==> config.mk <==
export PLATFORM = sky130hd
export DESIGN_NAME = hsv_to_rgb
export DESIGN_NICKNAME = d
export VERILOG_FILES = /design/src/rtl/hsv_to_rgb.sv
export SDC_FILE = /design/constraint.sdc
export NUM_CORES = 1
export LEC_CHECK = 0
export BUFFER_PORTS_ARGS = -buffer_cell sky130_fd_sc_hd__clkbuf_2
export CORE_MARGIN = 2
export CORE_UTILIZATION = 41
export DETAILED_ROUTE_END_ITERATION = 10
export GPL_TIMING_DRIVEN = 0
export HOLD_SLACK_MARGIN = 0.02
export PLACE_DENSITY = 0.59
export SLEW_MARGIN = 20
export SYNTH_ARGS = -nofsm -noshare
export SYNTH_HDL_FRONTEND = slang
export SYNTH_SLANG_ARGS = --single-unit
==> constraint.sdc <==
create_clock -name clk -period 5.4 [get_ports clk]
set_input_delay 1.08 -clock clk [delete_from_list [all_inputs] [get_ports clk]]
set_output_delay 1.08 -clock clk [all_outputs]
set_load 0.1 [all_outputs]
==> src/rtl/hsv_to_rgb.sv <==
// Multi-cycle HSV to RGB converter feeding the R/G/B PWM levels.
// One shared 8x8 scaled multiplier is stepped through SF, SFN, P, Q, T before loading the outputs.
module hsv_to_rgb (
  input  logic        clk,
  input  logic        reset_n,
  input  logic [10:0] hue,
  input  logic [7:0]  sat,
  input  logic [7:0]  val,
  input  logic        in_valid,
  output logic        in_ready,
  output logic [7:0]  r,
  output logic [7:0]  g,
  output logic [7:0]  b,
  output logic        out_valid
);

  typedef enum logic [2:0] {
    S_IDLE = 3'd0,
    S_SF   = 3'd1,
    S_SFN  = 3'd2,
    S_P    = 3'd3,
    S_Q    = 3'd4,
    S_T    = 3'd5,
    S_OUT  = 3'd6
  } state_t;

  // (a*b + 255) >> 8: exact at both ends of the range, so m(x,255)=x and m(x,0)=0.
  function automatic logic [7:0] scaled_mul(input logic [7:0] a, input logic [7:0] c);
    logic [16:0] prod;
    prod = ({9'd0, a} * {9'd0, c}) + 17'd255;
    return prod[15:8];
  endfunction

  function automatic logic [2:0] sector_mod6(input logic [2:0] sec);
    logic [2:0] res;
    case (sec)
      3'd6:    res = 3'd0;
      3'd7:    res = 3'd1;
      default: res = sec;
    endcase
    return res;
  endfunction

  state_t     state_q, state_d;
  logic [2:0] sector_q, sector_d;
  logic [7:0] f_q, f_d;
  logic [7:0] s_q, s_d;
  logic [7:0] v_q, v_d;
  logic [7:0] sf_q, sf_d;
  logic [7:0] sfn_q, sfn_d;
  logic [7:0] p_q, p_d;
  logic [7:0] q_q, q_d;
  logic [7:0] t_q, t_d;
  logic [7:0] r_q, r_d;
  logic [7:0] g_q, g_d;
  logic [7:0] b_q, b_d;
  logic       out_valid_q, out_valid_d;
  logic [7:0] mul_a, mul_b, mul_y;
  logic       accept;

  assign in_ready  = (state_q == S_IDLE) && reset_n;
  assign accept    = in_valid && in_ready;
  assign mul_y     = scaled_mul(mul_a, mul_b);
  assign r         = r_q;
  assign g         = g_q;
  assign b         = b_q;
  assign out_valid = out_valid_q;

  // Next-state, multiplier operand select and datapath register updates.
  always_comb begin
    state_d     = state_q;
    sector_d    = sector_q;
    f_d         = f_q;
    s_d         = s_q;
    v_d         = v_q;
    sf_d        = sf_q;
    sfn_d       = sfn_q;
    p_d         = p_q;
    q_d         = q_q;
    t_d         = t_q;
    r_d         = r_q;
    g_d         = g_q;
    b_d         = b_q;
    out_valid_d = 1'b0;
    mul_a       = 8'd0;
    mul_b       = 8'd0;

    case (state_q)
      S_IDLE: begin
        if (accept) begin
          sector_d = sector_mod6(hue[10:8]);
          f_d      = hue[7:0];
          s_d      = sat;
          v_d      = val;
          state_d  = S_SF;
        end else begin
          state_d  = S_IDLE;
        end
      end
      S_SF: begin
        mul_a   = s_q;
        mul_b   = f_q;
        sf_d    = mul_y;
        state_d = S_SFN;
      end
      S_SFN: begin
        mul_a   = s_q;
        mul_b   = 8'd255 - f_q;
        sfn_d   = mul_y;
        state_d = S_P;
      end
      S_P: begin
        mul_a   = v_q;
        mul_b   = 8'd255 - s_q;
        p_d     = mul_y;
        state_d = S_Q;
      end
      S_Q: begin
        mul_a   = v_q;
        mul_b   = 8'd255 - sf_q;
        q_d     = mul_y;
        state_d = S_T;
      end
      S_T: begin
        mul_a   = v_q;
        mul_b   = 8'd255 - sfn_q;
        t_d     = mul_y;
        state_d = S_OUT;
      end
      S_OUT: begin
        // sector is already reduced mod 6 at capture, so only 0..5 reach here
        case (sector_q)
          3'd0:    begin r_d = v_q; g_d = t_q; b_d = p_q; end
          3'd1:    begin r_d = q_q; g_d = v_q; b_d = p_q; end
          3'd2:    begin r_d = p_q; g_d = v_q; b_d = t_q; end
          3'd3:    begin r_d = p_q; g_d = q_q; b_d = v_q; end
          3'd4:    begin r_d = t_q; g_d = p_q; b_d = v_q; end
          3'd5:    begin r_d = v_q; g_d = p_q; b_d = q_q; end
          default: begin r_d = v_q; g_d = t_q; b_d = p_q; end
        endcase
        out_valid_d = 1'b1;
        state_d     = S_IDLE;
      end
      default: begin
        state_d = S_IDLE;
      end
    endcase
  end

  // State and datapath registers with synchronous active-low reset.
  always_ff @(posedge clk) begin
    if (!reset_n) begin
      state_q     <= S_IDLE;
      sector_q    <= 3'd0;
      f_q         <= 8'd0;
      s_q         <= 8'd0;
      v_q         <= 8'd0;
      sf_q        <= 8'd0;
      sfn_q       <= 8'd0;
      p_q         <= 8'd0;
      q_q         <= 8'd0;
      t_q         <= 8'd0;
      r_q         <= 8'd0;
      g_q         <= 8'd0;
      b_q         <= 8'd0;
      out_valid_q <= 1'b0;
    end else begin
      state_q     <= state_d;
      sector_q    <= sector_d;
      f_q         <= f_d;
      s_q         <= s_d;
      v_q         <= v_d;
      sf_q        <= sf_d;
      sfn_q       <= sfn_d;
      p_q         <= p_d;
      q_q         <= q_d;
      t_q         <= t_d;
      r_q         <= r_d;
      g_q         <= g_d;
      b_q         <= b_d;
      out_valid_q <= out_valid_d;
    end
  end

endmodule

# Word level (Yosys, flattened, before mapping)
# Cells that the tools add are included.
# totals
output_inout_bits	26
wordCells	52
ff_bits	95
in_bits	30
# op_classes
n_mux	9
reduce_logical	10
add_sub_neg	5
eq_ne	13
mul	1
# ops
op	n
$pmux 8 s3	3
$pmux 8 s5	1
$sub 8x8->8 const A	4
$eq 3x3->1 const B	7
$pmux 3 s6	1
$add 16x8->16 const B	1
$mul 8x8->16	1
$pmux 8 s2	1
$eq 3x2->1 const B	4
$reduce_or 2->1	5
$eq 3x1->1 const B	2
$pmux 3 s2	1
$logic_not 3->1	1
$reduce_or 3->1	1
$logic_and 1x1->1	2
$mux 1	2
$reduce_and 2->1	1

# Depth between registers and ports, before layout
# depth
depth_word	5
ltp_mapped	25
depth_no_buf	22

# Worst setup path after synthesis
# No wires, ideal clock.
# synth_timing
path_kind	reg-to-reg
from	register state_q[1]
to	register sf_q[7]
path_slack_ns	-0.253
setup_time_ns	0.146
t_arrival_ns	5.507
required_time_ns	5.254
stages_incl_launch_ff	22
n_path_buf	3
period_less_slack_ns	5.653
path_cell_list	dfxtp_1 -> buf_6 -> clkbuf_1 -> nor2_1 -> a211oi_1 -> nor2_1 -> a21oi_1 -> nor2_1 -> fa_1 -> fa_1 -> fa_1 -> inv_1 -> fa_1 -> inv_1 -> ha_1 -> clkbuf_1 -> a21oi_1 -> o21ai_0 -> a221o_1 -> or4_1 -> nand3_1 -> a21oi_1
# synth_between
elab_chain_len	5
word_cells_on_any_way	11
classes_between	add/sub (1); mul (1); eq/ne (5); mux (2); reduce/logical (2)
# synth_lines
item	line_no	text
from (decl)	44	state_t state_q, state_d;
from (signal assigned)	168	state_q <= state_d;
$eq 3x3->1, or another cell as far along	88	case (state_q)
$reduce_or 3->1 (no line) or $reduce_or 2->1 (tied branches)	-	
$pmux 8 s2	88	
$mul 8x8->16	30	prod = ({9'd0, a} * {9'd0, c}) + 17'd255;
$add 16x8->16	30	
to (signal assigned)	158	sf_q <= 8'd0;
to (signal assigned)	173	sf_q <= sf_d;
to (decl)	49	logic [7:0] sf_q, sf_d;
# Parallel ways exist; a longest one is shown, timed or not.
# A chain may end at the register's enable or synchronous reset.

# Worst setup path after layout
# layout_timing
from	register state_q[0]
to	register sfn_q[6]
# layout_between
elab_chain_len	5
word_cells_on_any_way	11
classes_between	add/sub (1); mul (1); eq/ne (5); mux (2); reduce/logical (2)
# layout_lines
item	line_no	text
$eq 3x3->1, or another cell as far along	88	
$reduce_or 3->1 (no line) or $reduce_or 2->1 (tied branches)	-	
$pmux 8 s2	88	
$mul 8x8->16	30	
$add 16x8->16	30	
to (signal assigned)	174	sfn_q <= sfn_d;
to (decl)	50	logic [7:0] sfn_q, sfn_d;
# Parallel ways exist; a longest one is shown, timed or not.

==> reports/qor.yml <==
run_status:
  status: "complete, but fails checks"
  violations: "negative setup slack"
critical_path:
  cp.arrival_ns: 5.76
  criticalPathCategory: "reg2reg"
  r2r_slack_ns: -0.11
  endpoint_kind: "flip-flop"
  cp.required_ns: 5.65
  path_max_fanout: 7
  crit_path_start_kind: "flip-flop"
clocking:
  clk_path_buf_depth: 2
  cts_buffers: 9
  htreeDepth: 3
  cts_tree: "done"
  clkTransAtPathRegs_ns: 0.07
  clock_sinks: 95
  cts-hold-fix-buffers: 0
  root_buffer: "clkbuf_16"
  worstSkewPairLatency_ns: 0.36
global_routing:
  grt_use_total_pct: 25.1
  antenna_found_initial: 0
  globalRouteOverflowTotal: 0
  grt_pass1_vias: 6476
  grt_pass1_wl_mm: 35.6
  grt_max_degree: 16
cells_and_area:
  final_cells: 1212
  final_util_pct: 55.0
  final_cell_mix: "nand2_1, dfxtp_1, nor2_1, buf_4, clkbuf_2"
  drive_gt1_share_pct: 28.6
  diodes: 0
  nFillCells: 1512
  finalNetCount: 1092
  final_common_cell: "nand2_1"
  syn_to_final_growth_pct: 31.0
placement:
  place_congestion: 0.936
  pre_cts_ws_ns: -1.00
  post-place-cells: 1122
  portBuffers: 55
  place_hpwl_mm: 15.8
flow_run:
  drv_cap: 0
sta:
  whs_ns: 0.473
  fin_crit_ns: 5.51
  tightest_slew_ns: 0.826
  setup_ws_ns: -0.108
  fmax_mhz: 182
  final.period_utilization_pct: 102
  slew_headroom_pct: 44.5
  setup_tns_ns: -0.155
  maxSlewViolCount: 0
  final-hold-violation-count: 0
  setup_viol: 6
  rsz0062_at_grt: "true"
  clock_skew_ns: 0.00923
floorplan:
  start_util_pct: 42.0
  num_io_pins: 56
  die_h_microns: 134
  core_sq_um: 16600
  die_area_sq_um: 18000
  die_x_microns: 134
  num_rows: 47
pwr:
  p_comb_share_pct: 25.9
  clkPwrFrac_pct: 36.2
  power_switching_share_pct: 31.0
  p_int_mw: 1.35
  peakVddDrop_mv: 0.197
  p_sw_mw: 0.606
  leakage_nw: 3.80
  power_density_nw_per_um2: 214
  seq_power_share_pct: 37.9
routing:
  totalWireLength_mm: 23.0
  route.detailed.drc: 0
  antenna_left: 0
  num_vias: 7011
  via_per_inst: 5.78
  drt_iter0_markers: 673
  wl_per_cell_microns: 18.9
  dr.pass1.iters: 6
yosys:
  synth-edff-count: 0
  synthCells: 847
  ys_warn_count: 0
  synth_cell_type_count: 67
  avgSynthCellArea_sq_um: 8.22
  async_flop_share_pct: 0
  synth-seq-area-share_pct: 27.3
  syn_area_sq_um: 6970
  syn_nets: 952
  synth-seq-cells: 95
  ys.flop_type: "dfxtp_1"
hold_path:
  hold_class: "reg2reg"
-- stage by stage --
stage               power [mW]  instance area [sq um]
floorplan                0.975                   7010
global placement          1.08                   7560
finish                    1.95                   9120
global route              2.02                   9120
detailed placement        1.08                   7560
CTS                       1.88                   8570
-- worst paths after layout --
check        cells after the start        to        from
max reg2reg                     22  sfn_q[6]  state_q[0]
max                             22  sfn_q[6]  state_q[0]
min reg2reg                      2      b[3]        b[3]
min                              2      b[3]        b[3]
-- power groups by stage --
stage	sequential, mW	combinational [mW]	clock [mW]
detailed placement	0.753	0.324	0
CTS	0.738	0.432	0.706
finish	0.740	0.505	0.707
global route	0.741	0.542	0.736
floorplan	0.749	0.226	0
global placement	0.753	0.323	0
-- cell usage after synthesis (13+ instances only) --
library cell	n	share of area, %
inv_1	51	2.7
a21oi_1	46	3.3
fa_1	41	12
nand4_1	13	1.2
ha_1	34	6.1
a21boi_0	35	3.8
nand3_1	39	2.8
a221oi_1	22	2.8
a22oi_1	16	1.7
nand2_1	101	5.4
clkbuf_1	32	1.7
o21ai_0	46	3.3
dfxtp_1	95	27
nor2b_1	15	1.3
nor2_1	86	4.6
nand2b_1	19	1.7
-- area by class of cell --
| type | count | area (sq um) | share of cell area, % |
|---|---|---|---|
| Sequential cell | 95 | 1910 | 20.9 |
| Multi-Input combinational cell | 653 | 5230 | 57.4 |
| Clock inverter | 4 | 77.6 | 0.850 |
| Inverter | 52 | 200 | 2.19 |
| Buffer | 47 | 278 | 3.04 |
| Timing Repair Buffer | 129 | 916 | 10.0 |
| Tap cell | 220 | 275 | 3.02 |
| Clock buffer | 12 | 236 | 2.59 |
-- cell families (layout without fill, tap and decap cells) --
| logic type | Yosys count | in the layout | share of synthesized area, % |
|---|---|---|---|
| AO/OA/AOI/OAI | 227 | 228 | 23.0 |
| flip-flops | 95 | 95 | 27.3 |
| multiplexers | 15 | 15 | 2.25 |
| buffers and inverters | 100 | 244 | 6.02 |
| adder cells (fa/ha/maj) | 75 | 75 | 17.9 |
| AND/OR/NAND/NOR | 332 | 332 | 23.2 |
| XOR/XNOR | 3 | 3 | 0.377 |
-- critical path: stages, from the launching register on --
cell and delay [ns]:
dfxtp_4 0.38, buf_12 0.15, buf_12 0.13, mux2i_1 0.13, nor2_1 0.07, a211oi_2 0.30
o22ai_4 0.17, inv_4 0.12, nor2_4 0.04, fa_1 0.55, fa_1 0.44, fa_1 0.51
inv_2 0.05, fa_1 0.53, inv_2 0.05, ha_4 0.31, and4_4 0.24, and3_4 0.21
o221ai_4 0.11, a21boi_2 0.24, or3_4 0.21, nand3_1 0.10, a21boi_0 0.32
-- metal layers --
metal / vias to the layer above / share of wire [%] / wire [microns] / track usage [%]
li1: 3280 / - / - / -
met1: 3358 / 45 / 10300 / 36.2
met2: 327 / 45 / 10300 / 39.3
met3: 46 / 7.5 / 1720 / 2.42
met4: 0 / 2.6 / 602 / 8.30
met5: - / 0 / 0 / 0
-- repair_timing --
action,4_1_cts,5_1_grt
setup endpoints to repair,40,40
gates cloned,1,1
pin swaps,36,53
setup buffers,40,33
gates resized for setup,81,77
(Power assumes the default switching activity.)
